File: src/rtl/sha256_pkg.sv
// Shared SHA-256 types: block layout, padding constants and padder states.
package sha256_pkg;

   localparam int BLOCK_BITS      = 512;
   localparam int BLOCK_BYTES     = 64;
   localparam int LEN_FIELD_BYTES = 8;
   localparam int LAST_DATA_BYTE  = 55;
   localparam logic [7:0] PAD_BYTE = 8'h80;

   typedef logic [0:BLOCK_BITS-1] block_t;

   typedef enum logic [1:0] {
      ST_FILL,
      ST_EMIT,
      ST_EMIT_LAST,
      ST_LEN_ONLY
   } pad_state_t;

endpackage

File: src/rtl/sha256_msg_padder.sv
// Byte-stream to padded 512-bit block feeder for the SHA-256 core.
// Define SHA256_PAD_OVF_EN to add the sticky len_ovf length-overflow output.
module sha256_msg_padder
   import sha256_pkg::*;
#(
   parameter int LEN_BITS = 64
) (
   input  logic         clk,
   input  logic         reset,
   input  logic         in_valid,
   output logic         in_ready,
   input  logic [7:0]   in_data,
   input  logic         in_last,
   input  logic         in_empty,
   output logic         blk_valid,
   input  logic         blk_ready,
   output logic [0:511] blk_data,
   output logic         blk_first,
   output logic         blk_last
`ifdef SHA256_PAD_OVF_EN
   ,
   output logic         len_ovf
`endif
);

   pad_state_t          r_state, w_nstate;
   block_t              r_buf, w_nbuf;
   logic [6:0]          r_ptr, w_nptr;
   logic [LEN_BITS-1:0] r_bit_cnt, w_ncnt;
   logic                r_first_pend, w_nfp;
   logic                r_pend, w_npend;
   logic                r_pend80, w_np80;
   logic                r_blk_first, w_nbf;
   logic                r_blk_last, w_nbl;

   logic                w_wr;
   logic [6:0]          w_p;
   logic [LEN_BITS-1:0] w_cnt;
   logic                w_put80;
   logic                w_putlen;

   function automatic block_t f_build(
      input block_t      b,
      input logic [6:0]  wptr,
      input logic [7:0]  d,
      input logic        wr,
      input logic [6:0]  pptr,
      input logic        put80,
      input logic        putlen,
      input logic [63:0] len
   );
      block_t r;
      r = b;
      for (int k = 0; k < BLOCK_BYTES; k++) begin
         if (wr && wptr == 7'(k))
            r[8*k +: 8] = d;
         if (put80 && pptr == 7'(k))
            r[8*k +: 8] = PAD_BYTE;
      end
      // Length field is big-endian in the final eight bytes.
      if (putlen)
         for (int j = 0; j < LEN_FIELD_BYTES; j++)
            r[8*(BLOCK_BYTES-LEN_FIELD_BYTES+j) +: 8] =
               len[8*(LEN_FIELD_BYTES-1-j) +: 8];
      return r;
   endfunction

   assign in_ready  = (r_state == ST_FILL);
   assign blk_valid = (r_state == ST_EMIT) || (r_state == ST_EMIT_LAST);
   assign blk_data  = r_buf;
   assign blk_first = r_blk_first;
   assign blk_last  = r_blk_last;

   always_comb begin
      w_nstate = r_state;
      w_nbuf   = r_buf;
      w_nptr   = r_ptr;
      w_ncnt   = r_bit_cnt;
      w_nfp    = r_first_pend;
      w_npend  = r_pend;
      w_np80   = r_pend80;
      w_nbf    = r_blk_first;
      w_nbl    = r_blk_last;
      w_wr     = 1'b0;
      w_p      = r_ptr;
      w_cnt    = r_bit_cnt;
      w_put80  = 1'b0;
      w_putlen = 1'b0;
      unique case (r_state)
         ST_FILL: begin
            if (in_valid) begin
               w_wr     = !(in_last && in_empty);
               w_p      = r_ptr + 7'(w_wr);
               w_cnt    = w_wr ? r_bit_cnt + LEN_BITS'(8) : r_bit_cnt;
               w_put80  = in_last && (w_p < 7'(BLOCK_BYTES));
               w_putlen = in_last && (w_p <= 7'(LAST_DATA_BYTE));
               w_nbuf   = f_build(r_buf, r_ptr, in_data, w_wr, w_p,
                                  w_put80, w_putlen, 64'(w_cnt));
               w_nptr   = w_p;
               w_ncnt   = w_cnt;
               if (w_putlen) begin
                  w_nstate = ST_EMIT_LAST;
                  w_nbf    = r_first_pend;
                  w_nbl    = 1'b1;
               end else if (in_last) begin
                  w_nstate = ST_EMIT;
                  w_npend  = 1'b1;
                  w_np80   = !w_put80;
                  w_nbf    = r_first_pend;
                  w_nbl    = 1'b0;
               end else if (w_p == 7'(BLOCK_BYTES)) begin
                  w_nstate = ST_EMIT;
                  w_nbf    = r_first_pend;
                  w_nbl    = 1'b0;
               end
            end
         end
         ST_EMIT, ST_EMIT_LAST: begin
            if (blk_ready) begin
               w_nbuf = '0;
               w_nptr = '0;
               w_nfp  = 1'b0;
               w_nbf  = 1'b0;
               w_nbl  = 1'b0;
               if (r_state == ST_EMIT_LAST) begin
                  w_nstate = ST_FILL;
                  w_nfp    = 1'b1;
                  w_ncnt   = '0;
               end else if (r_pend) begin
                  w_nstate = ST_LEN_ONLY;
               end else begin
                  w_nstate = ST_FILL;
               end
            end
         end
         ST_LEN_ONLY: begin
            w_nbuf   = f_build('0, 7'd0, 8'd0, 1'b0, 7'd0,
                               r_pend80, 1'b1, 64'(r_bit_cnt));
            w_npend  = 1'b0;
            w_np80   = 1'b0;
            w_nbf    = r_first_pend;
            w_nbl    = 1'b1;
            w_nstate = ST_EMIT_LAST;
         end
         default: w_nstate = ST_FILL;
      endcase
   end

   always_ff @(posedge clk) begin
      if (reset) begin
         r_state      <= ST_FILL;
         r_buf        <= '0;
         r_ptr        <= '0;
         r_bit_cnt    <= '0;
         r_first_pend <= 1'b1;
         r_pend       <= 1'b0;
         r_pend80     <= 1'b0;
         r_blk_first  <= 1'b0;
         r_blk_last   <= 1'b0;
      end else begin
         r_state      <= w_nstate;
         r_buf        <= w_nbuf;
         r_ptr        <= w_nptr;
         r_bit_cnt    <= w_ncnt;
         r_first_pend <= w_nfp;
         r_pend       <= w_npend;
         r_pend80     <= w_np80;
         r_blk_first  <= w_nbf;
         r_blk_last   <= w_nbl;
      end
   end

`ifdef SHA256_PAD_OVF_EN
   logic r_len_ovf;
   logic w_ovf_hit;

   // Adding a byte at or above 2^LEN_BITS-8 wraps the count.
   assign w_ovf_hit = (r_state == ST_FILL) && in_valid && w_wr &&
                      (&r_bit_cnt[LEN_BITS-1:3]);

   always_ff @(posedge clk) begin
      if (reset)
         r_len_ovf <= 1'b0;
      else if (w_ovf_hit)
         r_len_ovf <= 1'b1;
   end

   assign len_ovf = r_len_ovf;
`endif

endmodule

File: config.mk
export PLATFORM = sky130hd
export DESIGN_NAME = sha256_msg_padder
export DESIGN_NICKNAME = d
export VERILOG_FILES = /design/src/rtl/sha256_pkg.sv /design/src/rtl/sha256_msg_padder.sv
export SDC_FILE = /design/constraint.sdc
export NUM_CORES = 1
export LEC_CHECK = 0
export CORE_MARGIN = 8
export CORE_UTILIZATION = 45
export CTS_BUF_LIST = sky130_fd_sc_hd__clkbuf_4
export DETAILED_ROUTE_END_ITERATION = 12
export PLACE_DENSITY_LB_ADDON = 0.25
export SYNTH_ARGS = -nofsm -noshare
export SYNTH_HDL_FRONTEND = slang
export SYNTH_SLANG_ARGS = --single-unit
File: constraint.sdc
create_clock -name clk -period 6.4 [get_ports clk]
set_input_delay 1.92 -clock clk [delete_from_list [all_inputs] [get_ports clk]]
set_output_delay 1.92 -clock clk [all_outputs]
set_load 0.005 [all_outputs]
# == Word level (Yosys, flattened, before mapping) ==
# Index checks and enable logic that the tools add are counted.
# op_classes
mux,169
n_reduce_logical,209
n_lt_le_gt_ge,2
add_sub_neg,2
n_eq_ne,200
# op_table
operator,count
$pmux 512 s3,1
$mux 8,129
$mux 512,2
$eq 7x6->1 const B,64
$mux 64,5
$eq 7x5->1 const B,32
$reduce_and 3->1,66
$ne 3x1->1 const B,56
$logic_and 1x1->1,131
$pmux 64 s2,1
$eq 7x4->1 const B,16
$add 64x4->64 const B,1
$eq 7x3->1 const B,8
$ne 4x1->1 const B,9
$eq 7x2->1 const B,4
$mux 1,16
$eq 7x1->1 const B,2
$logic_not 7->1,2
$mux 2,7
$mux 7,2
$pmux 7 s2,1
$ne 2x2->1 const B,4
$reduce_and 4->1,2
$add 7x1->7,1
other kinds (15),20
# word_totals
in_bits,14
ff_bits,590
word_cells,654
out_inout_bits,516

# == Depth between registers and ports, before layout ==
# Gate-level depths: netlist (run 1).
# depth
ltp_word,10
mapped_depth,16
depth_no_buf,10

# == Least setup slack after synthesis (run 1) ==
# No wires, ideal clock.
# synth_path
kind,input to register
startpoint,in in_last
endpoint,reg r_buf[422] (netlist: blk_data[89])
path_buffers,4
t_arrival_ns,4.905
cell_stages,13
path_slack_ns,1.379
required_ns,6.284
setup_ns,0.116
cell_sequence,clkbuf_1 and2_1 clkbuf_1 inv_1 ha_1 clkbuf_1 nand3_1 nor4_1 nand2_1 a31oi_1 buf_2 nor3b_1 a31o_2
# synth_between
elab_chain_len,9
word_cells_on_any_way,13
classes_between,add/sub (1); order compare (1); eq/ne (2); mux (3); reduce/logical (6)
# synth_lines
element,line,source
start: declaration,sha256_msg_padder.sv:13,"input logic in_last,"
$logic_and 1x1->1,sha256_msg_padder.sv:92,w_wr = !(in_last && in_empty);
$logic_not 1->1,sha256_msg_padder.sv:92,
$add 7x1->7,sha256_msg_padder.sv:93,w_p = r_ptr + 7'(w_wr);
$lt 7x7->1,sha256_msg_padder.sv:95,w_put80 = in_last && (w_p < 7'(BLOCK_BYTES));
$logic_and 1x1->1,sha256_msg_padder.sv:95,
$logic_and 1x1->1,sha256_msg_padder.sv:57,if (put80 && pptr == 7'(k))
$mux 8,sha256_msg_padder.sv:57,
$mux 512,sha256_msg_padder.sv:91,if (in_valid) begin
$pmux 512 s3,sha256_msg_padder.sv:89,unique case (r_state)
end signal: assignment,sha256_msg_padder.sv:162,r_buf <= w_nbuf;
end: declaration,sha256_msg_padder.sv:27,"block_t r_buf, w_nbuf;"
# Parallel ways exist; a longest one is shown, timed or not. The select of a mux whose other input is x is not followed.
# A chain may end at the register's enable or synchronous reset.

# == Worst setup path after layout (run 1) ==
# layout_path
startpoint,in in_last
endpoint,reg r_buf[315] (netlist: blk_data[196])
# Same word-level chain as after synthesis.

==> results of run 1 <==
==> routing by layer <==
layer  global-route usage, %  up-vias  share of wire (%)
met5                       0        -                  0
met4                    15.0        0                4.2
met3                    11.1      288                 11
met2                    51.0     1644                 46
met1                    40.0    13000                 39
li1                        -    12000                  -
==> power by group through the flow <==
| stage | combinational [W] | sequential, W | clock, W |
|---|---|---|---|
| after floorplan | 0.00302 | 0.00512 | 0 |
| after global placement | 0.00641 | 0.00518 | 0 |
| after detailed placement | 0.00654 | 0.00519 | 0 |
| after CTS | 0.00656 | 0.00514 | 0.00347 |
| after global routing | 0.00705 | 0.00524 | 0.00367 |
| final | 0.00665 | 0.00515 | 0.00342 |
==> area by class of cell <==
class | instances | area share [%]
Antenna cell | 1 | 0.00756
Clock buffer | 217 | 4.92
Clock inverter | 36 | 1.01
Inverter | 15 | 0.170
Multi-Input combinational cell | 2107 | 37.7
Sequential cell | 587 | 35.5
Tap cell | 748 | 2.83
Timing Repair Buffer | 605 | 17.8
==> logic make-up after synthesis <==
kind of cell | synth area share [%]
buffers and inverters | 3.49
adder cells (fa/ha/maj) | 0.301
flip-flops | 47.1
multiplexers | 1.17
AND/OR/NAND/NOR | 18.7
AO/OA/AOI/OAI | 28.2
XOR/XNOR | 0.908
==> through the flow <==
step | total power (W) | setup WS (ns) | hold slack (ns) | util (%) | area (um^2)
2_1_floorplan | 0.00814 | 1.38 | 0.432 | - | 24900
3_3_place_gp | 0.0116 | 0.560 | 0.440 | 56.6 | 31100
3_5_place_dp | 0.0117 | 0.469 | 0.446 | 56.6 | 31100
4_1_cts | 0.0152 | 1.57 | 0.455 | 60.2 | 33100
5_1_grt | 0.0160 | 1.22 | 0.474 | 60.2 | 33100
6_report | 0.0152 | 1.34 | 0.454 | 60.2 | 33100
==> registers in the layout, summed over array words and instances (netlist names), 2 cells and up <==
signal	cells
r_bit_cnt	61
r_ptr	7
r_state	2
blk_data	512
==> path summary, 6_finish.rpt <==
check / depth (start not counted) / to / start / slack [ns]
worst max-delay path: 11 / blk_data[196] / in_last / 1.34
worst min-delay path: 2 / blk_data[195] / blk_data[195] / 0.45
worst max register to register: 7 / blk_data[277] / r_state[0] / 2.06
worst min register to register: 2 / blk_data[195] / blk_data[195] / 0.45
==> placed cells by master (no fill, tap or decap), types with 12 or more instances in the layout <==
cell,synthesis,final
a211oi_1,50,49
a21o_1,19,19
a21oi_1,249,249
a221oi_1,13,13
a22o_1,162,162
a22oi_1,68,68
a311oi_1,15,15
a31o_2,12,12
a31oi_1,59,59
a32oi_1,17,17
and3_1,17,17
buf_4,0,74
clkbuf_4,0,217
clkdlybuf4s50_1,0,528
clkinv_1,0,19
dfxtp_1,587,587
inv_1,15,14
mux2i_1,28,28
nand2_1,268,268
nand2b_1,15,14
nand3_1,81,80
nand3b_1,14,14
nand4_1,15,15
nor2_1,369,367
nor3_1,97,84
nor3_2,1,13
nor3b_1,13,13
nor4_1,31,29
o211ai_1,17,17
o21ai_0,178,178
o21ai_1,14,13
o2bb2ai_1,113,113
or3_1,26,26
xnor2_1,12,12
xor2_1,12,12
==> critical path: cells and delay by family <==
kind                     cells  cell delay [ns]
XOR/XNOR                     1             0.60
AND/OR/NAND/NOR              5             1.88
adder cells (fa/ha/maj)      1             0.22
AO/OA/AOI/OAI                2             0.58
buffers and inverters        2             0.75
==> impl_metrics.csv, run 1 <==
group,metric,value,unit
worst_setup_path,crit_path_end_kind,"flop",
yosys,synth_ff_type,"dfxtp_1",
sta,maxSlewViolCount,0,
yosys,syn-cell-area,24900,um^2
die,num_rows,86,
cts,clk_pin_slew_worst_paths,0.06,ns
yosys,synth_top_cell_by_area,"dfxtp_1",
sta,hold_violations,0,
worst_setup_path,cp.required,7.29,ns
worst_setup_path,crit_path_start_kind,"primary input",
yosys,ys_ff_latch,587,
sta,tightestPinTransition,1.38,ns
power_and_ir_drop,power_switching,0.00615,W
cts,cts_sinks,587,
worst_setup_path,max_stage_delay,0.60,ns
sta,rsz0062_at_grt,"false",
sta,fmax,197,MHz
cells_and_area,nFillCells,4846,
yosys,yosys_warnings,0,
power_and_ir_drop,p_seq_share,33.8,%
power_and_ir_drop,power.internal,0.00907,W
placement,post-dp-hpwl,75.4,mm
cts,htreeDepth,4,
worst_setup_path,cpMaxStageDelayCell,"xnor2_2",
yosys,synth_commonest_cells,"dfxtp_1 (587), nor2_1 (369), nand2_1 (268)",
power_and_ir_drop,swShare,40.4,%
yosys,synth_edf_count,0,
detailed_routing,wl_per_cell,25.1,um
power_and_ir_drop,power.clock.fraction,22.5,%
detailed_routing,ant_nets,0,
yosys,postSynthAreaPerCell,8.54,um^2
power_and_ir_drop,irDropWorstVdd,0.288,mV
yosys,synthTopCellsByArea,"dfxtp_1 (47%), a22o_1 (5.7%), nor2_1 (5.6%)",
sta,setup_viol_count_final,0,
cts,cts_inserted_buffers,155,
placement,gp_congestion,0.959,
detailed_routing,drc,0,
cts,post-cts-setup-buffer-count,0,
sta,slew_headroom,7.99,%
detailed_routing,first_pass_iters,6,
worst_setup_path,crit_arrival,5.96,ns
cts,clockBufferDepth,3,
global_route,overflow,0,
worst_setup_path,critPathMaxFanout,15,
cells_and_area,regArea,11800,um^2
placement,portBuffers,529,
placement,placed_cells,4062,
die,die_area,63200,um^2
sta,clock_skew,0.0330,ns
sta,fin_crit,5.06,ns
yosys,synth_most_common_cell,"dfxtp_1",
yosys,ys_types,77,
worst_setup_path,worstSetupPathType,"in2reg",
yosys,seq_area_frac_synth,47.1,%
yosys,synth_top_area_share,47.1,%
sta,min_period_over_period,79.1,%
yosys,async_flop_share,0,%
detailed_routing,routed_via_density,6.23,
detailed_routing,via_count,26900,
cts,cts_hold_buf,0,
global_route,grtUsageTotal,32.5,%
worst_setup_path,worstPathCellList,"clkdlybuf4s50_1, and2_1, inv_1, ha_1, nand4_1, xnor2_2, nand4b_1, nor2_1, o21ai_1, or3_1, a21oi_1",
cts,cts_tree,"done",
cts,clockRootBuffer,"clkbuf_4",
cells_and_area,layout-drive-gt1-share,10.6,%
global_route,grt_max_degree,112,
die,start_util,45.3,%
cts,clk-insertion-delay-late,0.99,ns
detailed_routing,drt_iter0_markers,3107,
die,ioPinCount,530,
power_and_ir_drop,p_comb_share,43.7,%
cells_and_area,instances_no_fill,4316,
cells_and_area,multi_input_area,12500,um^2
cts,cts_resized,0,
global_route,grt_pass1_vias,25500,
run,maxCapViolCount,0,
cells_and_area,nNetsFinal,3491,
power_and_ir_drop,leakagePower,11.8,nW
worst_hold_path,holdCritPathClass,"reg2reg",
global_route,antenna_found_initial,1,
status,status,"finished clean",
power_and_ir_drop,cellPowerDensity,460,nW/um^2
die,die_h,251,um
die,coreArea,55000,um^2
yosys,syn-num-nets,2938,
yosys,netlist_instances,2918,
die,die_width,251,um
detailed_routing,drt-total-wl,108,mm
global_route,grt_pass1_wl,160,mm
sta,fin_tns_setup,0,ns
cells_and_area,area_growth,32.7,%
No activity file was read; power rests on OpenSTA's default activity.
==> run 2: changes to the inputs <==
==> constraint.sdc (replaced) <==
create_clock -name clk -period 5 [get_ports clk]
set_input_delay 1.5 -clock clk [delete_from_list [all_inputs] [get_ports clk]]
set_output_delay 1.5 -clock clk [all_outputs]
set_load 0.005 [all_outputs]
==> run 2 against run 1 <==
Against the previous run:
- clock skew grew 0.030 ns
- largest power group unchanged
- register-to-register slack got worse by 0.94 ns
- sequential cell count stayed put
- cell count is 1.9% higher
- routed wire length up 1.7%
- highest routed layer unchanged
- clock power up 23%
- total power increased by 29%
- non-clock buffer count is 82 higher
- die area is the same
- setup slack worse by 0.55 ns
==> impl_metrics.csv, run 2 (same netlist as run 1, synthesis figures left out) <==
group,metric,value,unit
cts,clockBufferDepth,3,
worst_setup_path,cpMostUsedCell,"buf_4",
power_and_ir_drop,power,0.0196,W
cells_and_area,final_cell_area,33700,um^2
run,maxCapViolCount,0,
detailed_routing,drt-total-wl,110,mm
cts,cts_tree,"done",
worst_setup_path,cpMaxStageDelayCell,"a211oi_1",
placement,portBuffers,529,
cells_and_area,layout-drive-gt1-share,12.3,%
sta,setup_viol_count_final,0,
sta,fin_tns_setup,0,ns
worst_setup_path,cp.required,5.93,ns
worst_setup_path,worstPathCellList,"clkdlybuf4s50_1, and2_1, inv_1, ha_1, buf_4, nand3_1, o21a_1, nor4_1, buf_4, a211oi_1, a32oi_1, nor2_1",
cells_and_area,final_common_cell,"dfxtp_1",
sta,rsz0062_at_grt,"false",
worst_setup_path,r2r_slack,1.12,ns
worst_setup_path,r2r-start,"r_ptr[3]",
cells_and_area,nNetsFinal,3571,
cells_and_area,final_util,61.3,%
placement,post-dp-hpwl,78.4,mm
sta,tightestPinTransition,1.40,ns
worst_setup_path,critPathMaxFanout,17,
sta,fmax,237,MHz
power_and_ir_drop,irDropWorstVdd,0.383,mV
sta,clock_skew,0.0630,ns
die,die_width,251,um
cts,clockRootBuffer,"clkbuf_4",
die,die_h,251,um
die,coreArea,55000,um^2
detailed_routing,routed_via_density,6.14,
placement,placed_cells,4144,
placement,gp_congestion,0.966,
worst_setup_path,crit_arrival,5.15,ns
worst_setup_path,max_stage_delay,1.13,ns
worst_hold_path,holdCritPathClass,"reg2reg",
worst_hold_path,hold-path-cell-count,2,
worst_setup_path,r2r-end,"blk_data[353]",
worst_setup_path,crit_path_start_kind,"primary input",
global_route,grt_max_degree,147,
cts,clk-insertion-delay-late,1.04,ns
worst_setup_path,crit_buf_inv,4,
worst_hold_path,worstHoldStart,"blk_data[198]",
cts,cts_resized,0,
sta,maxSlewViolCount,0,
worst_setup_path,crit_path_end_kind,"flop",
cells_and_area,area_growth,35.2,%
global_route,grtUsageTotal,33.2,%
global_route,overflow,0,
cts,post-cts-setup-buffer-count,0,
cts,htreeDepth,4,
cells_and_area,largest_reg_flops,512,
cells_and_area,instances_no_fill,4400,
sta,slew_headroom,6.29,%
global_route,antenna_found_initial,2,
detailed_routing,first_pass_iters,6,
worst_hold_path,holdPathEnd,"blk_data[198]",
worst_setup_path,worstSetupPathType,"in2reg",
status,status,"finished clean",
global_route,grt_pass1_wl,164,mm
detailed_routing,via_count,27000,
detailed_routing,wl_per_cell,25.0,um
cts,clk_pin_slew_worst_paths,0.06,ns
global_route,grt_pass1_vias,26300,
worst_setup_path,reg2reg_depth,7,
detailed_routing,drt_iter0_markers,2986,
die,num_rows,86,
sta,hold_violations,0,
cells_and_area,nFillCells,4794,
cts,cts_inserted_buffers,153,
cts,cts_hold_buf,0,
placement,post_dp_cell_area,31800,um^2
detailed_routing,drc,0,
detailed_routing,ant_nets,0,
power_and_ir_drop,leakagePower,12.2,nW
cts,cts_sinks,587,
die,start_util,45.3,%
die,die_area,63200,um^2
cells_and_area,final_cell_mix,"dfxtp_1 (587), clkdlybuf4s50_1 (528), nor2_1 (367)",
die,ioPinCount,530,
power_and_ir_drop,cellPowerDensity,582,nW/um^2
sta,fin_crit,4.21,ns
worst_setup_path,critPathTopFamily,"compound AO/OA/AOI/OAI gates",
sta,min_period_over_period,84.3,%
==> run 2: changes by cell type in the layout (fill, tap and decap cells not counted), moves of 3 or more <==
| cell | before | now |
|---|---|---|
| buf_12 | 2 | 10 |
| buf_4 | 74 | 148 |
| bufinv_16 | 7 | 4 |
| clkbuf_4 | 217 | 214 |
| clkinv_1 | 19 | 27 |
| clkinv_2 | 5 | 1 |
| clkinvlp_4 | 0 | 4 |
| diode_2 | 1 | 4 |
| inv_2 | 4 | 1 |
==> run 2: where the power goes <==
part	switching, W	total, W	internal, W
logic	0.00511	0.00880	0.00369
clock network	0.00203	0.00419	0.00216
registers	0.000790	0.00662	0.00583
==> run 2: final cells by class <==
class	count	area [um^2]	share of cell area (%)
inverters	15	56.3	0.167
repair buffers	687	6610	19.6
well taps	748	936	2.78
multi-input cells	2107	12500	37.0
clock inverters	38	269	0.798
clock buffers	214	1610	4.77
diodes	4	10.0	0.0297
flip-flops and latches	587	11800	34.9
==> run 2: worst max-delay path by stage <==
stage	startpoint	endpoint	slack (ns)	depth (start not counted)
5_1_grt	in_last	blk_data[488]	0.72	15
2_1_floorplan	in_last	blk_data[89]	0.40	13
6_report	in_last	blk_data[353]	0.79	12
3_5_place_dp	in_last	blk_data[353]	-0.004	12
4_1_cts	r_state[0]	in_ready	0.83	3
3_3_place_gp	in_last	blk_data[488]	0.08	12
==> run 2: through the flow <==
stage | hold WS (ns) | setup slack (ns)
floorplan | 0.432 | 0.399
global placement | 0.439 | 0.0757
detailed placement | 0.445 | -0.00388
CTS | 0.456 | 0.833
global route | 0.475 | 0.721
finish | 0.459 | 0.787
==> run 2: tightest hold or removal path: stages (launching register included) <==
cell     delay, ns
dfxtp_1       0.31
nand2_1       0.05
a21oi_1       0.05
==> run 2: routing by layer <==
metal | global-route usage (%) | routed length, um | vias up | share of wire [%]
met5 | 0 | 0 | - | 0
met4 | 15.6 | 4540 | 0 | 4.1
met3 | 11.2 | 12600 | 267 | 11
met2 | 52.7 | 50400 | 1581 | 46
met1 | 40.4 | 42600 | 13000 | 39
li1 | - | - | 12100 | -
==> RTL edit: new RTL, flow settings as in run 1 <==
Build with the macro `SHA256_PAD_OVF_EN` defined.
--- a/src/rtl/sha256_msg_padder.sv
+++ b/src/rtl/sha256_msg_padder.sv
@@ -1,4 +1,6 @@
 // Byte-stream to padded 512-bit block feeder for the SHA-256 core.
 // Define SHA256_PAD_OVF_EN to add the sticky len_ovf length-overflow output.
+`define SHA256_PAD_OVF_EN
+
 module sha256_msg_padder
    import sha256_pkg::*;
New outputs: len_ovf. Check against the original RTL: not settled (the Yosys comparison gave no result); the edit may change what the design does.
==> RTL edit against run 1 <==
- sequential cell count is 1 higher
- setup slack improved by 0.12 ns
- routed wire length up 1.4%
- power grew 0.96%
- area after synthesis increased by 7.3%
- synthesized cell count is 10% higher
- sequential power is 3% lower
- cell area grew 6.4%
- critical endpoint is now blk_data[154]
- largest power group unchanged
==> RTL edit: results (changes against run 1) <==
- The aggregate routed wire length is 110 mm (was 108 mm).
- The setup slack after placement came to 0.469 ns (about the same).
- The number of H-tree levels is 4 (unchanged).
- The total CTS buffers came to 162 (was 155).
- The weighted congestion reported at the end of routability-driven placement is 0.926 (was 0.959).
- The largest clock skew in the final design came to 0.0628 ns (was 0.0330 ns).
- The maximum root-to-sink buffer count is 3 (unchanged).
- The largest vdd supply drop is 414 µV (was 288 µV).
- The number of violations reported at the end of detailed-routing iteration 0 is 2,753 (was 3,107).
- Status: finished clean (unchanged).
- The number of antenna violations at the first check in global routing is 2 (was 1).
- The classification of the worst-slack hold path is reg2reg (unchanged).
- The maximum fanout encountered on the critical timing path is 16 (was 15).
- The proportion of synthesized chip area in sequential cells is 44.0% (was 47.1%).
- The overall global routing resource usage came to 30.9% (was 32.5%).
- The share of final-layout standard cells stronger than drive strength 1 is 14.3% (was 10.6%).
- The signal arrival time at the worst endpoint is 5.84 ns (was 5.96 ns).
- The flip-flop count of the largest register, all copies and words added is 512 (unchanged).
- The number of max-capacitance violations reported is 0 (unchanged).
- The maximum number of pins on one net before global-route repair is 173 (was 112).
- The number of vias after detailed routing is 27,400 (was 26,900).
- The count of input and output buffers is 530 (was 529).
- The cell with the largest stage delay on the worst path is a21oi_2 (was xnor2_2).
- The longest individual stage delay on the worst path is 0.64 ns (was 0.60 ns).
- The number of distinct library cells after synthesis is 79 (was 77).
- The clock-pin slew reported for the worst setup and hold paths after clock tree synthesis is 0.06 ns (about the same).
- The transition time of the tightest slew-check pin is 1.20 ns (was 1.38 ns).
- The standard cell area after detailed placement is 33,100 µm² (was 31,100 µm²).
- The share of async-settable or async-resettable flops after synthesis came to 0% (unchanged).
- The proportion of total power due to net switching is 39.7% (was 40.4%).
- The half-perimeter wire length after detailed placement was 76.0 mm (was 75.4 mm).
- Cell types with the highest counts after synthesis: dfxtp_1, nor2_1, a21oi_1 (was dfxtp_1, nor2_1, nand2_1).
- Leading cell types by total area after synthesis: dfxtp_1, nor2_1, mux2i_1 (was dfxtp_1, a22o_1, nor2_1).
- The number of nets in the finished design is 3,797 (was 3,491).
- The leakage power total is 12.6 nW (was 11.8 nW).
- The via count of the first global-routing pass is 25,500 (about the same).
- The family of cells with the greatest summed delay on the critical path is simple AND/OR/NAND/NOR gates (unchanged).
- The clock latency at the later pin of the worst-skew pair is 1.02 ns (was 0.99 ns).
- The first-pass iteration count of the detailed router was 6 (unchanged).
- The post-CTS resize count is 0 (unchanged).
- The global-route wire length before repair was 162 mm (was 160 mm).
-- RTL edit: cell types whose count changed after synthesis, sizes merged, moves of 30 or more --
cell,run 1,this run
nor3,98,68
o21ai,192,157
mux2i,28,119
a22oi,68,107
nor3b,14,82
nor2,369,545
nand2b,15,81
o2bb2ai,113,1
nand3,83,135
nand2,269,204
a31o,12,94
buf,37,69
clkbuf,172,208
a22o,162,3
-- RTL edit: power groups by stage --
stage | sequential, mW | combinational, mW | clock, mW
after floorplan | 5.00 | 3.50 | 0
after global placement | 5.04 | 6.76 | 0
after detailed placement | 5.06 | 6.82 | 0
after CTS | 4.99 | 6.84 | 3.58
after global routing | 5.08 | 7.37 | 3.78
final | 4.99 | 6.88 | 3.50
-- RTL edit: cell families after synthesis --
kind of cell               after synthesis  synth area share (%)
AOI/OAI and AO/OA                      884                  22.4
and+or+nand+nor                       1307                  23.7
xor gates and xnor gates                21                 0.687
muxes                                  119                  4.45
buffers and inverters                  294                  4.52
adders and majority gates                6                 0.281
DFF                                    588                  44.0
-- RTL edit: worst min-delay path: cells and delay by family, from the launching register on --
family | cells | cell delay, ns
DFF | 1 | 0.31
and+or+nand+nor | 1 | 0.05
AOI/OAI and AO/OA | 1 | 0.05
-- RTL edit: through the flow --
stage / cells / utilization, %
floorplan: 3219 / -
global placement: 4386 / 56.2
detailed placement: 4386 / 56.2
CTS: 4669 / 59.8
global route: 4670 / 59.8
finish: 4670 / 59.8
-- RTL edit: per-layer routing --
metal	vias to the layer above	wire (µm)	GRT usage [%]
met5	-	0	0
met4	0	4360	13.5
met3	222	11400	9.56
met2	1390	49700	48.3
met1	13000	44300	39.1
li1	12800	-	-
-- RTL edit: final cells by class --
cell class                 count  area [µm²]
inverter                      17        63.8
clock inverter                41         275
timing repair buffer         671        6450
tap                          773         967
antenna                        1        2.50
clock buffer                 242        1820
fill                        5307       23700
sequential                   588       11800
multi-input combinational   2337       13900
-- RTL edit: path summary, 6_finish.rpt --
path / cells past startpoint / endpoint / slack, ns / startpoint
max: 13 / blk_data[154] / 1.45 / in_last
min reg2reg: 2 / blk_data[423] / 0.45 / blk_data[423]
max reg2reg: 9 / blk_data[154] / 2.28 / r_ptr[1]
min: 2 / blk_data[423] / 0.45 / blk_data[423]
